[src/rtl/fetch_ctrl_if.sv]
// fetch_ctrl_if
// Instruction-memory request/response bus between the fetch sequencer and
// the instruction memory.
//   imem_req   : request strobe, held high by the master until imem_ready
//   imem_addr  : fetch address, stable while imem_req is high
//   imem_ready : response strobe, completes the request in the same cycle
//   imem_data  : instruction word, valid while imem_ready is high
// Modports: master = fetch sequencer side, slave = memory side.

interface fetch_ctrl_if #(
    parameter int WIDTH = 16
);
    logic             imem_req;
    logic [WIDTH-1:0] imem_addr;
    logic             imem_ready;
    logic [WIDTH-1:0] imem_data;

    modport master (
        output imem_req,
        output imem_addr,
        input  imem_ready,
        input  imem_data
    );

    modport slave (
        input  imem_req,
        input  imem_addr,
        output imem_ready,
        output imem_data
    );
endinterface

[src/rtl/fetch_ctrl.sv]
// fetch_ctrl
// Instruction-fetch sequencer for the 16-bit processor. Issues instruction
// memory requests at the PC, advances the PC by 2 per accepted instruction,
// applies branch/jump redirects, freezes on HALT, and presents fetched
// instructions to the IF/ID boundary through a one-entry output slot backed
// by a one-entry skid.
// Ports:
//   clk, rst         : clock, synchronous active-high reset
//   imem             : instruction-memory bus (master side)
//   i_stall          : decode cannot accept; output slot holds
//   i_redirect       : taken branch/jump resolved downstream
//   i_redirect_pc    : redirect target (bit 0 forced to 0)
//   o_pc             : address of the next instruction to fetch
//   o_if_instr       : fetched instruction in the output slot
//   o_if_pc_plus2    : address of o_if_instr plus 2
//   o_if_valid       : output slot holds a valid instruction
//   o_halted         : high while in HALT

module fetch_ctrl #(
    parameter int               WIDTH       = 16,
    parameter logic [WIDTH-1:0] RESET_PC    = '0,
    parameter logic [3:0]       HALT_OPCODE = 4'hF
) (
    input  logic             clk,
    input  logic             rst,
    fetch_ctrl_if.master     imem,
    input  logic             i_stall,
    input  logic             i_redirect,
    input  logic [WIDTH-1:0] i_redirect_pc,
    output logic [WIDTH-1:0] o_pc,
    output logic [WIDTH-1:0] o_if_instr,
    output logic [WIDTH-1:0] o_if_pc_plus2,
    output logic             o_if_valid,
    output logic             o_halted
);

    typedef enum logic [2:0] {
        S_BOOT,
        S_FETCH,
        S_WAIT,
        S_DRAIN,
        S_HALT
    } state_t;

    state_t           r_state;
    state_t           w_next_state;

    logic [WIDTH-1:0] r_pc;
    logic [WIDTH-1:0] r_addr;
    logic [WIDTH-1:0] r_slot_instr;
    logic [WIDTH-1:0] r_slot_pc_plus2;
    logic             r_slot_valid;
    logic [WIDTH-1:0] r_skid_instr;
    logic [WIDTH-1:0] r_skid_pc_plus2;
    logic             r_skid_valid;

    logic             w_slot_open;
    logic             w_fetch_req;
    logic             w_req;
    logic [WIDTH-1:0] w_addr;
    logic [WIDTH-1:0] w_fetch_plus2;
    logic [WIDTH-1:0] w_redirect_target;
    logic             w_accept;
    logic             w_is_halt;

    // The slot can take a new word if it is empty or being consumed now.
    assign w_slot_open = !r_slot_valid || !i_stall;

    // A new request starts only from FETCH, with room downstream and no
    // redirect this cycle; WAIT and DRAIN keep the outstanding one alive.
    assign w_fetch_req = (r_state == S_FETCH) && w_slot_open && !r_skid_valid && !i_redirect;
    assign w_req       = w_fetch_req || (r_state == S_WAIT) || (r_state == S_DRAIN);

    // r_addr freezes the address of an outstanding request so DRAIN keeps
    // the old address even after a redirect has moved the PC.
    assign w_addr        = (r_state == S_FETCH) ? r_pc : r_addr;
    assign w_fetch_plus2 = w_addr + WIDTH'(2);

    assign w_redirect_target = i_redirect_pc & ~{{(WIDTH-1){1'b0}}, 1'b1};

    // A response is kept only for live requests; DRAIN and redirected
    // responses are dropped on the floor.
    assign w_accept  = imem.imem_ready && !i_redirect && (w_fetch_req || (r_state == S_WAIT));
    assign w_is_halt = (imem.imem_data[WIDTH-1 -: 4] == HALT_OPCODE);

    assign imem.imem_req  = w_req;
    assign imem.imem_addr = w_addr;

    assign o_pc          = r_pc;
    assign o_if_instr    = r_slot_instr;
    assign o_if_pc_plus2 = r_slot_pc_plus2;
    assign o_if_valid    = r_slot_valid;
    assign o_halted      = (r_state == S_HALT);

    // Next-state logic for the fetch sequencer.
    always_comb begin
        w_next_state = r_state;
        case (r_state)
            S_BOOT: begin
                w_next_state = S_FETCH;
            end
            S_FETCH: begin
                if (w_accept && w_is_halt) begin
                    w_next_state = S_HALT;
                end else if (w_fetch_req && !imem.imem_ready) begin
                    w_next_state = S_WAIT;
                end
            end
            S_WAIT: begin
                if (i_redirect) begin
                    w_next_state = imem.imem_ready ? S_FETCH : S_DRAIN;
                end else if (imem.imem_ready) begin
                    w_next_state = w_is_halt ? S_HALT : S_FETCH;
                end
            end
            S_DRAIN: begin
                if (imem.imem_ready) begin
                    w_next_state = S_FETCH;
                end
            end
            S_HALT: begin
                if (i_redirect) begin
                    w_next_state = S_FETCH;
                end
            end
            default: begin
                w_next_state = S_BOOT;
            end
        endcase
    end

    // State, PC, held request address, output slot and skid entry.
    always_ff @(posedge clk) begin
        if (rst) begin
            r_state         <= S_BOOT;
            r_pc            <= RESET_PC;
            r_addr          <= RESET_PC;
            r_slot_instr    <= '0;
            r_slot_pc_plus2 <= '0;
            r_slot_valid    <= 1'b0;
            r_skid_instr    <= '0;
            r_skid_pc_plus2 <= '0;
            r_skid_valid    <= 1'b0;
        end else begin
            r_state <= w_next_state;

            if (r_state == S_FETCH) begin
                r_addr <= r_pc;
            end

            // Redirect wins over everything; a HALT word leaves the PC
            // pointing at itself.
            if (i_redirect) begin
                r_pc <= w_redirect_target;
            end else if (w_accept && !w_is_halt) begin
                r_pc <= w_fetch_plus2;
            end

            if (i_redirect) begin
                r_slot_valid <= 1'b0;
                r_skid_valid <= 1'b0;
            end else if (w_accept) begin
                // A word arriving while decode holds a full slot parks in
                // the skid until decode releases the slot.
                if (w_slot_open) begin
                    r_slot_instr    <= imem.imem_data;
                    r_slot_pc_plus2 <= w_fetch_plus2;
                    r_slot_valid    <= 1'b1;
                end else begin
                    r_skid_instr    <= imem.imem_data;
                    r_skid_pc_plus2 <= w_fetch_plus2;
                    r_skid_valid    <= 1'b1;
                end
            end else if (!i_stall) begin
                if (r_skid_valid) begin
                    r_slot_instr    <= r_skid_instr;
                    r_slot_pc_plus2 <= r_skid_pc_plus2;
                    r_slot_valid    <= 1'b1;
                    r_skid_valid    <= 1'b0;
                end else begin
                    r_slot_valid <= 1'b0;
                end
            end
        end
    end

endmodule
[src/flat_wrapper.sv]
// flat-port wrapper written by rule: the top's interface ports become plain ports
module fetch_ctrl_flat 
#(
    parameter int               WIDTH       = 16,
    parameter logic [WIDTH-1:0] RESET_PC    = '0,
    parameter logic [3:0]       HALT_OPCODE = 4'hF
)
  (clk, rst, i_stall, i_redirect, i_redirect_pc, o_pc, o_if_instr, o_if_pc_plus2, o_if_valid, o_halted, imem_imem_req, imem_imem_addr, imem_imem_ready, imem_imem_data);
  fetch_ctrl_if #(.WIDTH(WIDTH)) imem_i ();
  input  logic clk;
  input  logic rst;
  input  logic i_stall;
  input  logic i_redirect;
  input  logic [WIDTH-1:0] i_redirect_pc;
  output logic [WIDTH-1:0] o_pc;
  output logic [WIDTH-1:0] o_if_instr;
  output logic [WIDTH-1:0] o_if_pc_plus2;
  output logic o_if_valid;
  output logic o_halted;
  output wire logic [$bits(imem_i.imem_req)-1:0] imem_imem_req;
  output wire logic [$bits(imem_i.imem_addr)-1:0] imem_imem_addr;
  input wire logic [$bits(imem_i.imem_ready)-1:0] imem_imem_ready;
  input wire logic [$bits(imem_i.imem_data)-1:0] imem_imem_data;
  assign imem_imem_req = imem_i.imem_req;
  assign imem_imem_addr = imem_i.imem_addr;
  assign imem_i.imem_ready = imem_imem_ready;
  assign imem_i.imem_data = imem_imem_data;
  fetch_ctrl #(.WIDTH(WIDTH), .RESET_PC(RESET_PC), .HALT_OPCODE(HALT_OPCODE)) u_core (.clk(clk), .rst(rst), .imem(imem_i), .i_stall(i_stall), .i_redirect(i_redirect), .i_redirect_pc(i_redirect_pc), .o_pc(o_pc), .o_if_instr(o_if_instr), .o_if_pc_plus2(o_if_pc_plus2), .o_if_valid(o_if_valid), .o_halted(o_halted));
endmodule
[config.mk]
export PLATFORM = sky130hd
export DESIGN_NAME = fetch_ctrl_flat
export DESIGN_NICKNAME = d
export VERILOG_FILES = /design/src/rtl/fetch_ctrl_if.sv /design/src/rtl/fetch_ctrl.sv /design/src/flat_wrapper.sv
export SDC_FILE = /design/constraint.sdc
export NUM_CORES = 1
export LEC_CHECK = 0
export ABC_AREA = 0
export CAP_MARGIN = 25
export CORE_MARGIN = 8
export CORE_UTILIZATION = 40
export CTS_CLUSTER_SIZE = 16
export DETAILED_ROUTE_END_ITERATION = 6
export PLACE_DENSITY = 0.66
export SKIP_CTS_REPAIR_TIMING = 1
export SKIP_LAST_GASP = 1
export SLEW_MARGIN = 5
export SYNTH_ARGS = -nofsm -noshare
export SYNTH_HDL_FRONTEND = slang
export SYNTH_SLANG_ARGS = --single-unit
export TNS_END_PERCENT = 10
[constraint.sdc]
create_clock -name clk -period 6.55 [get_ports clk]
set_input_delay 0.9825 -clock clk [delete_from_list [all_inputs] [get_ports clk]]
set_output_delay 0.9825 -clock clk [all_outputs]
set_load 0.02 [all_outputs]
== After elaboration in Yosys (flattened, before gate mapping) ==
Cells that the tools add are included.

* $add $sub $neg: 1
* Multiply operators: 0
* Divide/modulo/power cells: 0
* $lt $le $gt $ge: 0
* Equality and inequality tests: 12
* Shift-type cells: 0
* Muxes and demuxes: 27
* Bitwise gates (word level): 2
* Reductions and logical operators: 26

{| class="wikitable"
|+ Operator list
! kind !! count
|-
| $mux W16 || 11
|-
| $mux W3 || 7
|-
| $add A16 B2 Y16 const B || 1
|-
| $pmux W3 S5 || 1
|-
| $logic_and A1 B1 Y1 || 8
|-
| $reduce_and A4 Y1 || 2
|-
| $mux W1 || 7
|-
| $eq A3 B2 Y1 const B || 2
|-
| $logic_not A1 Y1 || 6
|-
| $ne A2 B2 Y1 const B || 3
|-
| $ne A3 B3 Y1 const B || 2
|-
| $eq A4 B4 Y1 const B || 1
|-
| $ne A2 B1 Y1 const B || 2
|-
| $reduce_and A2 Y1 || 2
|-
| $reduce_bool A2 Y1 || 2
|-
| $eq A3 B1 Y1 const B || 1
|-
| $eq A3 B3 Y1 const B || 1
|-
| $logic_not A3 Y1 || 1
|-
| $logic_or A1 B1 Y1 || 3
|-
| $reduce_and A3 Y1 || 1
|-
| $mux W2 || 1
|-
| $not A1 Y1 || 2
|-
| $reduce_or A2 Y1 || 1
|}

* Register bits after elaboration: 101
* Bits in latches: 0
* Bits in writable memories: 0
* Bits in read-only memories: 0
* Input bits: 37
* Output and inout port bits: 67
* Logic and storage cells: 78
* Memories kept: 0

== Depth between registers and ports, before layout ==
Gate-level depths: netlist of run 1.

* Depth in word-level cells: 10
* Gate-level depth with buffers: 12
* Depth with buffers taken out: 8

== Least setup slack after synthesis of run 1 ==
No wires, ideal clock.

* Path type: input to output
* Start: input i_stall
* End: output imem_imem_req
* Arrival: 1.684 ns
* Data required time: 5.568 ns
* Setup slack: 3.883 ns
* Stages on the path: 4
* Buffers on the path: 0
* Path through: a21oi_1 and2_1 a21oi_1 nor2_1

* Cells in the longest elaborated chain, start to end: 7

{| class="wikitable"
|+ RTL lines
! what !! line !! source
|-
| start, declared || flat_wrapper.sv:12 || <nowiki>input logic i_stall;</nowiki>
|-
| $logic_not A1 Y1 || fetch_ctrl.sv:67 || <nowiki>assign w_slot_open = !r_slot_valid || !i_stall;</nowiki>
|-
| $logic_or A1 B1 Y1 || fetch_ctrl.sv:67 ||
|-
| $logic_and A1 B1 Y1 (3 in series) || fetch_ctrl.sv:71 || <nowiki>assign w_fetch_req = (r_state == S_FETCH) && w_slot_open && !r_skid_valid && !i_redirect;</nowiki>
|-
| $logic_or A1 B1 Y1 (2 in series) || fetch_ctrl.sv:72 || <nowiki>assign w_req = w_fetch_req || (r_state == S_WAIT) || (r_state == S_DRAIN);</nowiki>
|-
| end, declared || flat_wrapper.sv:20 || <nowiki>output wire logic [$bits(imem_i.imem_req)-1:0] imem_imem_req;</nowiki>
|}

Every way passes these cells.

== Worst setup path in the final report of run 1 ==
* Start: input i_redirect
* End: output imem_imem_req

* Cells in the longest elaborated chain, start to end: 4

{| class="wikitable"
|+ RTL lines
! what !! line !! source
|-
| start, declared || flat_wrapper.sv:13 || <nowiki>input logic i_redirect;</nowiki>
|-
| $logic_not A1 Y1 || fetch_ctrl.sv:71 ||
|-
| $logic_and A1 B1 Y1 || fetch_ctrl.sv:71 ||
|-
| $logic_or A1 B1 Y1 (2 in series) || fetch_ctrl.sv:72 ||
|}

Every way passes these cells.

==> impl_summary.txt, run 1 <==
----------------------------------------------------
[Timing]
  Maximum operating frequency ... 0.230 GHz
  Final critical-path share of the clock period ... 66.4%
  Worst-margin pin slew ... 0.959 ns
  Post-route minimum period ... 4.35 ns
  Final critical-path setup slack ... 2.20 ns
  Number of endpoints failing setup at the final stage ... 0
  Final setup TNS ... 0 ns
  Clock Skews ... 0.00506 ns
  Total count of hold-check failures in the final report ... 0
  Worst rel slew slack ... 35.8%
  Setup repair after global routing missed its margin ... no
  Max-slew violation total from the final report ... 0

[Die]
  Starting density of the core ... 40.8%
  Horiz. Die Dim ... 123 um
  Row count ... 39
  Height of the chip ... 123 um
  Full die area ... 0.0152 sq mm
  Top-Level Pins ... 104
  Floorplan core area ... 0.0113 sq mm

[Power]
  Logic gate share of total power ... 23.4%
  Power share of the clock group ... 35.1%
  Total net switching power ... 488 uW
  Leakage power summed over all cells ... 0.00211 uW
  Switching share of power ... 29.7%
  Overall Power ... 1640 uW
  Power per Cell Area ... 273 mW/mm^2
  Largest vdd supply drop ... 183 uV
  Pint ... 1150 uW
  Sequential Power Share ... 41.5%

[Clocking]
  Clock tree from TritonCTS ... yes
  Insertion delay to the later sink of the worst-skew pair ... 0.34 ns
  Clock buffers created by TritonCTS ... 9
  Sinks on Clock Net ... 101
  CTS H-tree lvls ... 3
  Clock-pin transition on the worst setup and hold timing paths ... 0.07 ns
  Maximum buffer depth of the clock tree ... 2
  Cell chosen for the clock root ... clkbuf_16

[Global route]
  Pin count of the biggest net entering global routing ... 105
  Initial antenna violation count ... 0
  Number of global-route vias before repair ... 4130
  Global route overflow ... 0
  Total GRT Usage ... 16.8%
  Global-route wire length before repair ... 20700 um

[Placed design]
  Placer's final routability congestion estimate ... 0.794
  Placed Instances ... 763
  Pre-CTS setup slack ... 2.24 ns
  Number of buffers inserted by port buffering ... 102
  Area after detailed placement ... 0.00566 sq mm
  Sum of net half-perimeters after detailed placement ... 8630 um

[Finish]
  Leading cell type in the layout, fill and taps excluded ... nand2_1
  Post-route cell area ... 0.00601 sq mm
  Final layout net count ... 671
  Number of standard cells in the layout, taps in and fillers out ... 781
  Relative area change from synthesis to final layout ... 30.2%
  Fraction of final layout cells sized beyond drive strength 1 ... 8.62%
  Commonest cells after routing, fill and taps aside ... nand2_1 (133), clkdlybuf4s50_1 (101), dfxtp_1 (101)
  Ant diodes ... 0
  Area of all sequential standard cells ... 0.00202 sq mm
  Area occupied by multi-input gates ... 0.00235 sq mm
  Fillcell total ... 1079

[Logic synthesis]
  Synthesized netlist cell count ... 555
  Cell Area, Synth ... 0.00462 sq mm
  Per-instance average area after synthesis ... 8.32 sq um
  Post-synth EDFFs ... 0
  Syn_nets ... 593
  Cell accounting for the most synthesized area ... dfxtp_1
  Count of distinct cell types in the synthesized netlist ... 54
  Fraction of post-synthesis cell area in the top cell type by area ... 43.8%
  Main combinational cell family by area after synthesis ... simple AND/OR/NAND/NOR gates
  Multiplexer area fraction after synthesis ... 4.85%
  Share of the synthesized netlist area taken by xor and xnor gates ... 3.09%
  Primary flip-flop cell chosen by synthesis mapping ... dfxtp_1
  Sequential fraction of the synthesis area ... 43.8%
  Synthesized-area fraction occupied by ao, oa, aoi and oai cells ... 18.3%
  Dominant cells by area after synthesis ... dfxtp_1 (44%), nand2_1 (11%), a21oi_1 (5.2%), a311oi_1 (4.9%), nor2_1 (4.1%)
  Post-synth ARST share ... 0%
  Post-Synth Simple-Gate Area ... 23.9%
  Total number of yosys warnings ... 0
  Flip-flop and latch count after synthesis ... 101
  Area share of fa/ha/maj cells after synthesis ... 0.271%

[Setup path]
  Worst setup EP type ... primary output
  Critical path startpoint ... i_redirect
  Worst reg2reg path depth ... 8
  Slack of the worst reg-to-reg path ... 3.56 ns
  Category of the most critical setup path ... in -> out
  Required time worst endpoint ... 5.57 ns
  End of the critical path ... imem_imem_req
  Startpoint type of the worst setup path ... input port
  Source of the worst register-to-register timing path ... u_core.r_state[0]$_SDFFE_PP0P_
  Data arrival time of the worst path ... 3.37 ns
  Critical Path Fanout Max ... 23
  Destination of the worst register-to-register timing path ... u_core.o_if_pc_plus2[5]$_SDFFE_PP0P_

[Route]
  Detailed-route wire length per cell ... 16.2 um
  Number of DRC violations after detailed routing ... 0
  Count of TritonRoute iterations in the first routing pass ... 4
  Vias per cell ... 5.36
  Number of nets with antenna violations after detailed routing ... 0
  Initial drt markers ... 478
  Via count ... 4185
  Routed WL ... 12600 um

[Min path]
  Class of the tightest hold or removal check ... reg -> reg
  Startpoint of the most critical hold path ... u_core.r_skid_pc_plus2[11]$_SDFFE_PP0P_

[Flow run]
  Max cap viols ... 0

[Outcome]
  Outcome ... finished, final reports clean

----------------------------------------------------
-- flip-flops by register name (all words and copies together), names as in the netlist --
name	flops
u_core.r_state	3
u_core.r_skid_valid	1
u_core.o_if_pc_plus2	16
u_core.r_skid_instr	16
u_core.o_pc	16
u_core.r_skid_pc_plus2	16
u_core.r_addr	16
u_core.o_if_valid	1
u_core.o_if_instr	16
-- layer usage --
metal / wire length [um] / vias to the layer above / global-route usage (%)
li1: - / 2080 / -
met1: 5440 / 2018 / 19.7
met2: 6400 / 74 / 29.3
met3: 600 / 13 / 4.34
met4: 207 / 0 / 5.79
met5: 0 / - / 0
-- power by group through the flow --
| stage | Sequential, uW | Clock, uW | Combinational (uW) |
|---|---|---|---|
| floorplan | 716 | 0 | 224 |
| global placement | 693 | 0 | 380 |
| detailed placement | 694 | 0 | 384 |
| CTS | 681 | 589 | 386 |
| global route | 686 | 614 | 416 |
| finish | 680 | 576 | 385 |
-- synth_stat cells (3+ instances only) --
library cell,instances
nand2_1,133
dfxtp_1,101
nor2_1,51
a21oi_1,48
clkbuf_1,33
a311oi_1,26
a22oi_1,16
inv_1,14
mux2i_1,13
nand2b_1,10
nand3_1,9
nor2b_1,7
o22ai_1,6
nor3_1,5
o211ai_1,5
xnor2_1,5
xnor2_2,5
nand3b_1,4
nand4_1,4
a31oi_1,3
buf_2,3
buf_4,3
buf_6,3
mux2_2,3
nor3_2,3
o21ai_0,3
or3b_2,3
-- how the worst min path moves through the flow --
stage	to	slack (ns)	cells after the start
3_3_place_gp	u_core.r_skid_instr[13]$_SDFFE_PP0P_	0.44	2
2_1_floorplan	u_core.r_skid_instr[0]$_SDFFE_PP0P_	0.44	2
6_report	u_core.r_skid_pc_plus2[11]$_SDFFE_PP0P_	0.45	2
4_1_cts	u_core.r_skid_instr[1]$_SDFFE_PP0P_	0.46	2
5_1_grt	u_core.r_skid_pc_plus2[2]$_SDFFE_PP0P_	0.48	2
3_5_place_dp	u_core.r_skid_instr[1]$_SDFFE_PP0P_	0.45	2
-- stage by stage --
step / utilization, % / hold slack, ns
after global placement: 49.9 / 0.442
after global routing: 53.1 / 0.479
final: 53.1 / 0.455
after CTS: 52.9 / 0.458
after floorplan: - / 0.437
after detailed placement: 50.0 / 0.447
-- worst max-delay path, stage by stage --
cell and delay [ns]:
clkdlybuf4s50_1 1.09, inv_1 0.26, and2_1 0.26, a21oi_1 0.17, nor2_1 0.06, clkdlybuf4s50_1 0.54
-- kinds of logic (layout without fill, tap and decap cells) --
logic type,count (synthesis),count (layout)
xor+xnor,12,12
compound gates,122,122
flops,101,101
simple gates,243,243
mux,19,19
fa+ha+maj,1,1
buf+inv,57,140
-- cell type report --
class / instances / area share [%]
inverters: 14 / 0.874
repair buffers: 110 / 18.1
flip-flops and latches: 101 / 33.6
well taps: 143 / 2.98
multi-input cells: 397 / 39.0
clock inverters: 7 / 1.64
clock buffers: 9 / 3.75
Note: power is estimated with default switching activity, not from simulation.
==> run 2, diff against run 1 <==
Clock period 6.55 ns to 4.2 ns, I/O delays scaled along.
==> run 2 against run 1 <==
  * Wire length up 0.25%
  * Via count down 0.17%
  * Hold slack better by 0.0019 ns
  * Highest routed layer unchanged
  * Sequential cell count unchanged
  * Clock power up 45%
  * Largest cell class unchanged
  * Combinational power up 62%
  * Critical path depth down 1
  * Clock-buffer cell count up 1
  * Core utilization up 0.18 points
  * Cell area up 0.33%
  * Critical endpoint is now imem_imem_addr[1]
  * Largest power group unchanged
==> impl_summary.txt, run 2 (synthesis results as in run 1) <==
----------------------------------------------------
[Finish]
  Ant diodes ... 0
  Fraction of final layout cells sized beyond drive strength 1 ... 8.89%
  Commonest cells after routing, fill and taps aside ... nand2_1 (133), clkdlybuf4s50_1 (101), dfxtp_1 (101)
  Leading cell type in the layout, fill and taps excluded ... nand2_1
  Final layout net count ... 674
  Relative area change from synthesis to final layout ... 30.6%
  Post-route cell area ... 0.00603 sq mm
  Number of standard cells in the layout, taps in and fillers out ... 784

[Flow run]
  Max cap viols ... 0

[Die]
  Height of the chip ... 123 um
  Full die area ... 0.0152 sq mm
  Floorplan core area ... 0.0113 sq mm
  Horiz. Die Dim ... 123 um
  Row count ... 39
  Top-Level Pins ... 104
  Starting density of the core ... 40.8%

[Route]
  Detailed-route wire length per cell ... 16.2 um
  Number of nets with antenna violations after detailed routing ... 0
  Number of DRC violations after detailed routing ... 0
  Via count ... 4178
  Initial drt markers ... 335
  Vias per cell ... 5.33
  Count of TritonRoute iterations in the first routing pass ... 4
  Routed WL ... 12700 um

[Placed design]
  Placer's final routability congestion estimate ... 0.800
  Area after detailed placement ... 0.00570 sq mm
  Number of buffers inserted by port buffering ... 102
  Sum of net half-perimeters after detailed placement ... 8950 um
  Placed Instances ... 767

[Clocking]
  Maximum buffer depth of the clock tree ... 2
  CTS H-tree lvls ... 3
  Clock buffers created by TritonCTS ... 9
  Cell chosen for the clock root ... clkbuf_16
  Clock-pin transition on the worst setup and hold timing paths ... 0.07 ns
  Insertion delay to the later sink of the worst-skew pair ... 0.34 ns
  Sinks on Clock Net ... 101
  Clock tree from TritonCTS ... yes

[Setup path]
  Category of the most critical setup path ... reg -> out
  Data arrival time of the worst path ... 2.73 ns
  Worst setup EP type ... primary output
  Source of the worst register-to-register timing path ... u_core.r_state[0]$_SDFFE_PP0P_
  Required time worst endpoint ... 3.57 ns
  Critical path startpoint ... u_core.r_state[0]$_SDFFE_PP0P_
  Critical Path Fanout Max ... 16
  Startpoint type of the worst setup path ... flip-flop

[Timing]
  Final setup TNS ... 0 ns
  Clock Skews ... 0.00419 ns
  Worst-margin pin slew ... 0.878 ns
  Final critical-path share of the clock period ... 79.9%
  Maximum operating frequency ... 0.298 GHz
  Worst rel slew slack ... 41.3%
  Setup repair after global routing missed its margin ... no
  Max-slew violation total from the final report ... 0
  Post-route minimum period ... 3.36 ns
  Total count of hold-check failures in the final report ... 0
  Number of endpoints failing setup at the final stage ... 0

[Global route]
  Total GRT Usage ... 16.9%
  Global route overflow ... 0
  Global-route wire length before repair ... 20800 um
  Pin count of the biggest net entering global routing ... 38
  Number of global-route vias before repair ... 4122
  Initial antenna violation count ... 0

[Power]
  Leakage power summed over all cells ... 0.00213 uW
  Power per Cell Area ... 418 mW/mm^2
  Largest vdd supply drop ... 293 uV

[Outcome]
  Outcome ... finished, final reports clean

[Min path]
  Class of the tightest hold or removal check ... reg -> reg
  Startpoint of the most critical hold path ... u_core.r_skid_pc_plus2[11]$_SDFFE_PP0P_

----------------------------------------------------
run 2: changes by cell type in the layout (fill, tap and decap cells not counted):
cell	previous run	this run
bufinv_16	2	1
inv_8	1	0
clkinvlp_4	3	1
clkbuf_1	0	1
buf_4	7	9
clkinv_4	0	3
buf_16	0	1
clkinv_2	1	0
inv_6	0	1
run 2: where the power goes:
| part | switching (uW) | internal (uW) |
|---|---|---|
| sequential | 45.8 | 1010 |
| clock | 371 | 468 |
| combinational | 345 | 277 |
| total | 762 | 1760 |
run 2: area by class of cell:
| type | instances | area (sq um) |
|---|---|---|
| Sequential cell | 101 | 2020 |
| Clock inverter | 6 | 72.6 |
| Timing Repair Buffer | 113 | 1130 |
| Tap cell | 143 | 179 |
| Multi-Input combinational cell | 397 | 2350 |
| Inverter | 14 | 52.6 |
| Fill cell | 1083 | 5290 |
| Clock buffer | 10 | 229 |
run 2: per-layer routing:
| layer | share of wire [%] | global-route usage [%] | vias to the layer above | wire length [um] |
|---|---|---|---|---|
| met2 | 50 | 29.1 | 103 | 6370 |
| met4 | 1.7 | 6.17 | 0 | 212 |
| met1 | 43 | 20.4 | 1976 | 5430 |
| met5 | 0 | 0 | - | 0 |
| met3 | 5.2 | 3.56 | 19 | 659 |
| li1 | - | - | 2080 | - |
run 2: path summary, 6_finish.rpt:
kind	to	slack, ns	cells past startpoint
max	imem_imem_addr[1]	0.84	5
min	u_core.r_skid_pc_plus2[11]$_SDFFE_PP0P_	0.46	2
max reg2reg	u_core.o_if_pc_plus2[13]$_SDFFE_PP0P_	1.24	9
min reg2reg	u_core.r_skid_pc_plus2[11]$_SDFFE_PP0P_	0.46	2
run 2: per-stage QoR:
step | util, % | setup slack [ns] | total power, uW | hold WS (ns)
floorplan | - | 1.63 | 1470 | 0.437
global placement | 50.4 | 0.944 | 1680 | 0.442
detailed placement | 50.4 | 0.908 | 1690 | 0.447
CTS | 53.1 | 0.528 | 2530 | 0.458
global route | 53.3 | 0.687 | 2640 | 0.476
finish | 53.3 | 0.843 | 2520 | 0.457
run 2: critical path, stage by stage (launching register included):
cell and delay [ns]:
dfxtp_1 0.49, or3b_1 0.55, buf_16 0.23, mux2i_1 0.40, inv_1 0.14, clkdlybuf4s50_1 0.57
==> run 3, diff against run 2 <==
Clock period 4.2 ns to 3.1 ns, I/O delays scaled along.
==> run 3 against run 2 <==
  * Global-route usage down 0.49 points
  * Combinational power grew 33%
  * Die area did not move
  * Clock-buffer cell count unchanged
  * Via count is essentially flat
  * Cell count increased by 0.51%
  * Non-clock buffer count grew 5
  * Total power up 41%
  * Critical path type unchanged
  * Critical endpoint is now imem_imem_addr[14]
  * Largest cell class unchanged
==> impl_summary.txt, run 3 (synthesis results as in run 1) <==
----------------------------------------------------
[Placed design]
  Sum of net half-perimeters after detailed placement ... 8900 um
  Number of buffers inserted by port buffering ... 102
  Placer's final routability congestion estimate ... 0.821
  Placed Instances ... 773

[Power]
  Power per Cell Area ... 586 mW/mm^2
  Leakage power summed over all cells ... 0.00216 uW
  Switching share of power ... 28.5%
  Largest vdd supply drop ... 353 uV
  Sequential Power Share ... 40.3%
  Pint ... 2550 uW
  Power share of the clock group ... 36.5%
  Logic gate share of total power ... 23.2%
  Total net switching power ... 1010 uW

[Die]
  Starting density of the core ... 40.8%
  Floorplan core area ... 0.0113 sq mm
  Height of the chip ... 123 um
  Top-Level Pins ... 104
  Row count ... 39
  Horiz. Die Dim ... 123 um
  Full die area ... 0.0152 sq mm

[Route]
  Routed WL ... 12500 um
  Via count ... 4179
  Number of DRC violations after detailed routing ... 0
  Number of nets with antenna violations after detailed routing ... 0
  Count of TritonRoute iterations in the first routing pass ... 6
  Vias per cell ... 5.30
  Initial drt markers ... 328
  Detailed-route wire length per cell ... 15.9 um

[Timing]
  Setup repair after global routing missed its margin ... yes
  Clock Skews ... 0.0108 ns
  Post-route minimum period ... 2.99 ns
  Worst rel slew slack ... 56.1%
  Worst-margin pin slew ... 0.658 ns
  Number of endpoints failing setup at the final stage ... 0
  Final-layout worst hold slack ... 0.456 ns
  Maximum operating frequency ... 0.335 GHz
  Max-slew violation total from the final report ... 0
  Total count of hold-check failures in the final report ... 0
  Final critical-path share of the clock period ... 96.3%

[Finish]
  Relative area change from synthesis to final layout ... 31.8%
  Fraction of final layout cells sized beyond drive strength 1 ... 9.61%
  Commonest cells after routing, fill and taps aside ... nand2_1 (133), clkdlybuf4s50_1 (101), dfxtp_1 (101)
  Final layout net count ... 679
  Area of all sequential standard cells ... 0.00202 sq mm
  Number of standard cells in the layout, taps in and fillers out ... 788
  Leading cell type in the layout, fill and taps excluded ... nand2_1
  Area occupied by multi-input gates ... 0.00235 sq mm
  Ant diodes ... 0
  Fillcell total ... 1089

[Setup path]
  Data arrival time of the worst path ... 2.52 ns
  Worst setup EP type ... primary output
  Source of the worst register-to-register timing path ... u_core.r_state[0]$_SDFFE_PP0P_
  Destination of the worst register-to-register timing path ... u_core.o_if_pc_plus2[7]$_SDFFE_PP0P_
  Slack of the worst reg-to-reg path ... 0.35 ns
  Required time worst endpoint ... 2.63 ns
  Startpoint type of the worst setup path ... flip-flop
  Category of the most critical setup path ... reg -> out
  Worst reg2reg path depth ... 9
  Critical Path Fanout Max ... 23

[Clocking]
  Clock buffers created by TritonCTS ... 9
  Clock tree from TritonCTS ... yes
  Insertion delay to the later sink of the worst-skew pair ... 0.34 ns
  Maximum buffer depth of the clock tree ... 2
  CTS H-tree lvls ... 3
  Cell chosen for the clock root ... clkbuf_16
  Sinks on Clock Net ... 101
  Clock-pin transition on the worst setup and hold timing paths ... 0.07 ns

[Min path]
  Class of the tightest hold or removal check ... reg -> reg
  Startpoint of the most critical hold path ... u_core.r_skid_instr[5]$_SDFFE_PP0P_
  Instance count along the most critical hold path ... 2
  End point of the worst hold path ... u_core.r_skid_instr[5]$_SDFFE_PP0P_

[Global route]
  Pin count of the biggest net entering global routing ... 38
  Total GRT Usage ... 16.4%
  Global route overflow ... 0
  Global-route wire length before repair ... 20100 um
  Initial antenna violation count ... 0
  Number of global-route vias before repair ... 3943

[Flow run]
  Max cap viols ... 0

[Outcome]
  Outcome ... finished, final reports clean

----------------------------------------------------
[run 3: changes by cell type in the layout (fill, tap and decap cells not counted)]
| cell | before | now |
|---|---|---|
| buf_16 | 1 | 0 |
| buf_12 | 1 | 0 |
| clkbuf_8 | 0 | 1 |
| buf_4 | 9 | 15 |
| clkinv_4 | 3 | 0 |
| clkbuf_1 | 1 | 0 |
| buf_6 | 0 | 1 |
| bufinv_16 | 1 | 3 |
[run 3: routing by layer]
metal / GRT usage [%] / share of wire (%) / vias to the layer above
li1: - / - / 2091
met1: 19.9 / 43 / 1991
met2: 28.3 / 51 / 90
met3: 4.29 / 5.0 / 7
met4: 4.36 / 1.1 / 0
met5: 0 / 0 / -
[run 3: area by class of cell]
cell class	instances	share of cell area [%]
clock buffer	10	3.93
sequential	101	33.2
timing repair buffer	118	18.7
multi-input combinational	397	38.6
inverter	14	0.863
clock inverter	5	1.75
tap	143	2.94
[run 3: stage by stage]
step | setup TNS [ns] | total power, uW | utilization (%) | setup slack, ns | area [sq um]
floorplan | 0 | 1990 | - | 0.531 | 4620
CTS | 0 | 3590 | 53.8 | 0.0896 | 6090
finish | 0 | 3560 | 53.8 | 0.113 | 6090
global placement | 0 | 2290 | 50.6 | 0.277 | 5730
global route | -0.0503 | 3720 | 53.8 | -0.0256 | 6090
detailed placement | 0 | 2300 | 50.7 | 0.408 | 5740
[run 3: worst max-delay path by stage]
stage                              startpoint                               endpoint  slack [ns]  cells after the start
2_1_floorplan  u_core.r_state[2]$_SDFFE_PP0P_  u_core.o_if_pc_plus2[13]$_SDFFE_PP0P_        0.53                     12
3_3_place_gp                          i_stall           u_core.o_pc[13]$_SDFFE_PP0P_        0.28                      7
3_5_place_dp   u_core.r_state[0]$_SDFFE_PP0P_  u_core.o_if_pc_plus2[13]$_SDFFE_PP0P_        0.41                      9
4_1_cts        u_core.r_state[0]$_SDFFE_PP0P_                     imem_imem_addr[13]        0.09                      5
5_1_grt        u_core.r_state[0]$_SDFFE_PP0P_                     imem_imem_addr[14]       -0.03                      5
6_report       u_core.r_state[0]$_SDFFE_PP0P_                     imem_imem_addr[14]        0.11                      5
[run 3: power groups by stage]
stage | clock network, uW | logic [uW] | registers (uW)
6_report | 1300 | 829 | 1440
5_1_grt | 1380 | 893 | 1450
4_1_cts | 1320 | 837 | 1440
3_5_place_dp | 0 | 834 | 1460
3_3_place_gp | 0 | 823 | 1460
2_1_floorplan | 0 | 474 | 1510
[run 3: critical path, cell delays in order, from the launching register on]
cell             delay, ns
dfxtp_1               0.46
or3b_1                0.44
buf_4                 0.29
mux2i_1               0.31
inv_1                 0.14
clkdlybuf4s50_1       0.56
